<file path="config.mk">
export PLATFORM = sky130hd
export DESIGN_NAME = core_run_ctrl
export DESIGN_NICKNAME = d
export VERILOG_FILES = /design/src/rtl/core_run_ctrl.sv
export SDC_FILE = /design/constraint.sdc
export NUM_CORES = 1
export LEC_CHECK = 0
export BUFFER_PORTS_ARGS = -buffer_cell sky130_fd_sc_hd__buf_2
export CAP_MARGIN = 15
export CORE_MARGIN = 2
export CORE_UTILIZATION = 59
export CTS_CLUSTER_DIAMETER = 40
export DETAILED_ROUTE_END_ITERATION = 12
export PLACE_DENSITY = 0.8
export REMOVE_ABC_BUFFERS = 1
export SLEW_MARGIN = 20
export SYNTH_ARGS = -nofsm -noshare
export SYNTH_HDL_FRONTEND = slang
export SYNTH_SLANG_ARGS = --single-unit
export TNS_END_PERCENT = 10
</file>
<file path="constraint.sdc">
create_clock -name clk_i -period 1.7 [get_ports clk_i]
set_input_delay 0.34 -clock clk_i [delete_from_list [all_inputs] [get_ports clk_i]]
set_output_delay 0.34 -clock clk_i [all_outputs]
set_load 0.03 [all_outputs]
</file>
<file path="src/rtl/core_run_ctrl.sv">
// Run/halt/single-step controller for a soft core: synchronized, debounced board inputs drive a Moore FSM.
// Optional macro CORE_RUN_CTRL_CYCLE_CNT_EN enables the saturating enabled-cycle counter on cycle_cnt_o.

module core_run_ctrl_deb #(
  parameter int DEB_CYCLES = 16
) (
  input  logic i_clk,
  input  logic i_rst_n,
  input  logic i_raw,
  output logic o_lvl
);
  logic [1:0]  r_sync;
  logic [15:0] r_cnt;
  logic        r_lvl;

  localparam logic [15:0] CNT_LAST = 16'(DEB_CYCLES - 1);

  always_ff @(posedge i_clk or negedge i_rst_n) begin
    if (!i_rst_n) begin
      r_sync <= '0;
      r_cnt  <= '0;
      r_lvl  <= 1'b0;
    end else begin
      r_sync <= {r_sync[0], i_raw};
      // Any sample agreeing with the current level restarts the stability window.
      if (r_sync[1] != r_lvl) begin
        if (r_cnt == CNT_LAST) begin
          r_lvl <= r_sync[1];
          r_cnt <= '0;
        end else begin
          r_cnt <= r_cnt + 16'd1;
        end
      end else begin
        r_cnt <= '0;
      end
    end
  end

  assign o_lvl = r_lvl;
endmodule

module core_run_ctrl #(
  parameter int DEB_CYCLES = 16,
  parameter int RST_HOLD   = 4
) (
  input  logic        clk_i,
  input  logic        reset_n,
  input  logic        step_btn_i,
  input  logic        run_sw_i,
  input  logic        halt_req_i,
  output logic        core_en_o,
  output logic        core_rst_o,
  output logic [1:0]  state_o,
  output logic        rearm_o,
  output logic [15:0] cycle_cnt_o
);
  typedef enum logic [1:0] {
    S_RST  = 2'd0,
    S_HALT = 2'd1,
    S_STEP = 2'd2,
    S_RUN  = 2'd3
  } state_t;

  localparam logic [15:0] HOLD_LAST = 16'(RST_HOLD - 1);

  logic [1:0]  w_raw;
  logic [1:0]  w_deb;
  logic        w_step_deb;
  logic        w_run_deb;
  logic        w_step_evt;

  state_t      r_state;
  logic [15:0] r_hold;
  logic        r_rearm;
  logic        r_core_en;
  logic        r_core_rst;
  logic        r_step_prev;

  assign w_raw = {run_sw_i, step_btn_i};

  core_run_ctrl_deb #(.DEB_CYCLES(DEB_CYCLES)) u_deb [1:0] (
    .i_clk   (clk_i),
    .i_rst_n (reset_n),
    .i_raw   (w_raw),
    .o_lvl   (w_deb)
  );

  assign w_step_deb = w_deb[0];
  assign w_run_deb  = w_deb[1];
  assign w_step_evt = w_step_deb & ~r_step_prev;

  always_ff @(posedge clk_i or negedge reset_n) begin
    if (!reset_n) begin
      r_state     <= S_RST;
      r_hold      <= '0;
      r_rearm     <= 1'b0;
      r_core_en   <= 1'b0;
      r_core_rst  <= 1'b1;
      r_step_prev <= 1'b0;
    end else begin
      r_step_prev <= w_step_deb;
      if (!w_run_deb) r_rearm <= 1'b0;
      case (r_state)
        S_RST: begin
          // Step events seen here are dropped: the pulse is gone by the time HALT is reached.
          if (r_hold == HOLD_LAST) begin
            r_state    <= S_HALT;
            r_core_rst <= 1'b0;
          end else begin
            r_hold <= r_hold + 16'd1;
          end
        end
        S_HALT: begin
          if (w_run_deb && !r_rearm && !halt_req_i) begin
            r_state   <= S_RUN;
            r_core_en <= 1'b1;
          end else if (w_step_evt) begin
            r_state   <= S_STEP;
            r_core_en <= 1'b1;
          end
        end
        S_STEP: begin
          r_state   <= S_HALT;
          r_core_en <= 1'b0;
        end
        S_RUN: begin
          if (halt_req_i) begin
            r_state   <= S_HALT;
            r_core_en <= 1'b0;
            r_rearm   <= 1'b1;
          end else if (!w_run_deb) begin
            r_state   <= S_HALT;
            r_core_en <= 1'b0;
          end
        end
        default: begin
          r_state   <= S_RST;
          r_core_en <= 1'b0;
        end
      endcase
    end
  end

  assign core_en_o  = r_core_en;
  assign core_rst_o = r_core_rst;
  assign state_o    = r_state;
  assign rearm_o    = r_rearm;

`ifdef CORE_RUN_CTRL_CYCLE_CNT_EN
  logic [15:0] r_cycle_cnt;

  always_ff @(posedge clk_i or negedge reset_n) begin
    if (!reset_n) begin
      r_cycle_cnt <= '0;
    end else if (r_state == S_RST) begin
      r_cycle_cnt <= '0;
    end else if (r_core_en && (r_cycle_cnt != 16'hFFFF)) begin
      r_cycle_cnt <= r_cycle_cnt + 16'd1;
    end
  end

  assign cycle_cnt_o = r_cycle_cnt;
`else
  assign cycle_cnt_o = 16'h0000;
`endif
endmodule

</file>
==> out/results.tsv <==
stage	metric	value	unit
sta	worstMarginPinSlew	494	ps
sta	max_freq	632	MHz
power_and_ir_drop	power_density	824	nW/um2
clocking	htreeDepth	3	
floorplanning	die_height	75.4	um
layout	fin_cells	371	
floorplanning	core-area	5010	um2
placed_design	gp_congestion	0.896	
clocking	cts_tree	built	
yosys	synthMuxAreaShare	1.25	%
yosys	synth_seq_cells	60	
yosys	syn_area	3010	um2
floorplanning	die_w	75.4	um
yosys	ys_types	39	
worst_setup_path	path_cells	ha_1, nand3_2, nand4b_1, nand2_2, nor2_1	
sta	rsz0062_at_grt	no	
worst_setup_path	path_max_fanout	15	
yosys	synth_compound_area_share	3.12	%
clocking	post_cts_resized	0	
detailed_routing	vias	1982	
sta	setup_viol	0	
yosys	synthCells	274	
layout	seq_area	1500	um2
worst_setup_path	crit_type	flip-flop to flip-flop	
clocking	cts_sinks	60	
sta	hold_viol	0	
worst_setup_path	cp.arrival	1800	ps
detailed_routing	drt_first_pass_iters	4	
grt	grt-ovfl-total	0	
sta	fin_ws	117	ps
detailed_routing	drc	0	
worst_setup_path	required	1910	ps
layout	multi_input_area	1370	um2
grt	grt_max_degree	61	
sta	min_period_over_period	93.1	%
layout	mostFrequentLayoutCells	dfrtp_1, nor2_1, xnor2_1	
clocking	cts-root-buf	clkbuf_8	
power_and_ir_drop	peakVddDrop	0.547	mV
layout	nFillCells	402	
worst_setup_path	end_kind	flip-flop	
floorplanning	rows	26	
yosys	ys_seq_area_share	49.9	%
yosys	yosys.area.top_type	dfrtp_1	
grt	grtUsageTotal	20.2	%
yosys	ys_warn_count	0	
floorplanning	pin_count	26	
placed_design	dpl_cell_area	3110	um2
floorplanning	initial_core_util	60.1	%
yosys	synth_simple_gate_area_share	24.9	%
detailed_routing	wl_per_cell	14.0	um
layout	syn_to_final_growth	9.14	%
worst_setup_path	crit_family	simple AND/OR/NAND/NOR gates	
detailed_routing	drt_iter0_drc	107	
placed_design	hpwl	3.51	mm
clocking	clk_pin_slew	60	ps
worst_setup_path	critPathBufInv	0	
worst_hold_path	hp-class	input pin to flip-flop	
grt	first_global_vias	1867	
layout	drive_above_1_share	17.3	%
placed_design	dp.cells	355	
layout	fin_area	3290	um2
worst_setup_path	critPathMaxStageDelay	410	ps
flow_run	max_cap_violations	0	
yosys	synth_xor_area_share	13.1	%
layout	final_common_cell	dfrtp_1	
sta	slew_headroom	66.8	%
power_and_ir_drop	p_leak	0.00141	uW
yosys	synth_top_family_by_area	simple AND/OR/NAND/NOR gates	
detailed_routing	drt.antenna.violating_nets	0	
worst_setup_path	slowest_stage	dfrtp_1	
floorplanning	die_area	5690	um2
layout	finish.utilization	65.6	%
clocking	clock_path_buffers	2	
sta	maxSlewViolCount	0	
placed_design	pre_cts_slack	130	ps
grt	grt_pass1_wl	8.42	mm
yosys	synthAdderAreaFrac	1.25	%
layout	layout.nets	305	
worst_setup_path	rrSetupSlack	120	ps
grt	antenna_found_initial	0	
yosys	yosysTopAreaCellShare	49.0	%
clocking	postCtsSetupBuffers	0	
sta	clock_skew	7.62	ps
detailed_routing	viasPerCell	5.34	
sta	tns	0	ps
sta	period_needed	1580	ps
detailed_routing	wl	5.19	mm
clocking	clock_latency	340	ps
layout	n_antenna_cell	0	
worst_setup_path	cp-start-kind	flip-flop	
clocking	cts_buffers	9	
run_status	run_status	completed	
placed_design	port-buffer-count	9	
yosys	avgSynthCellArea	11.0	um2
yosys	synthTopCellsByArea	dfrtp_1, xnor2_1, nor2_1	
-- stage by stage --
stage	hold slack (ps)	total power [uW]
after detailed placement	336	1620
after global routing	82.5	2830
final	107	2710
after CTS	90.0	2750
after floorplan	44.4	1560
after global placement	333	1620
-- layer usage --
layer	vias up	track usage, %	wire [um]	share of wire, %
li1	954	-	-	-
met1	981	26.0	2340	45
met2	45	30.7	2610	50
met3	2	7.94	217	4.2
met4	0	8.58	27	0.52
met5	-	0	0	0
-- sequential cells by signal, summed over array words and instances (netlist names), 2 cells and up --
signal,count
u_deb.r_sync,4
u_deb.o_lvl,2
u_deb.r_cnt,32
r_hold,16
state_o,2
-- timing repair --
item | in CTS | in global routing
setup endpoints to repair | 0 | 0
endpoints found under the hold margin | 15 | 0
hold buffers | 1 | 0
-- cell usage after synthesis --
library cell	instances
a21o_1	1
nor4_1	8
buf_4	17
buf_6	2
nor4_2	7
ha_1	3
a21oi_1	1
and4bb_4	1
mux2_2	2
nand2_2	1
dfrtp_1	59
nor4b_4	1
and4_1	1
nor4_4	1
xor2_1	9
inv_1	11
nand2_1	11
xnor2_1	36
nand3_4	1
mux2_4	1
nand3_1	15
nand4_1	10
dfstp_2	1
nand2b_1	1
a41oi_4	1
nor3_1	10
nand4b_1	1
nand4_4	1
nand3_2	2
o21ai_0	2
nor2_1	40
o2111ai_1	1
or2_4	1
nand4_2	2
a32o_1	2
conb_1	1
o21a_1	2
and3_1	6
nor3b_2	1
-- kinds of logic after synthesis --
group,after synthesis
xor gates and xnor gates,45
DFF,60
adders and majority gates,3
and+or+nand+nor,122
AOI/OAI and AO/OA,10
other,1
muxes,3
buffers and inverters,30
-- power by group --
part	switching [uW]	internal (uW)
sequential	16.5	1450
combinational	101	29.2
clock	521	596
-- cell type report --
type                       count  area share, %
multi-input combinational    199           41.8
inverter                      11           1.26
clock buffer                  13           4.83
tap                           70           2.66
clock inverter                 2          0.305
sequential                    60           45.7
timing repair buffer          16           3.43
-- worst register-to-register path, delay by kind of cell, from the launching register on --
family                   cells  cell delay, ps
AND/OR/NAND/NOR              4             780
flip-flops                   1             410
adder cells (fa/ha/maj)      1             270
-- path summary, 6_finish.rpt --
| path | depth (start not counted) | to | startpoint |
|---|---|---|---|
| setup / recovery | 5 | u_deb[1].r_cnt[12] | u_deb[1].r_cnt[1] |
| hold / removal | 1 | u_deb[0].r_sync[0] | step_btn_i |
| setup reg to reg | 5 | u_deb[1].r_cnt[12] | u_deb[1].r_cnt[1] |
| hold reg to reg | 0 | u_deb[1].r_sync[1] | u_deb[1].r_sync[0] |
| max in group asynchronous | 3 | core_rst_o | reset_n |
| min in group asynchronous | 3 | u_deb[1].r_cnt[7] | reset_n |
Power figures use the tool's default switching activity.
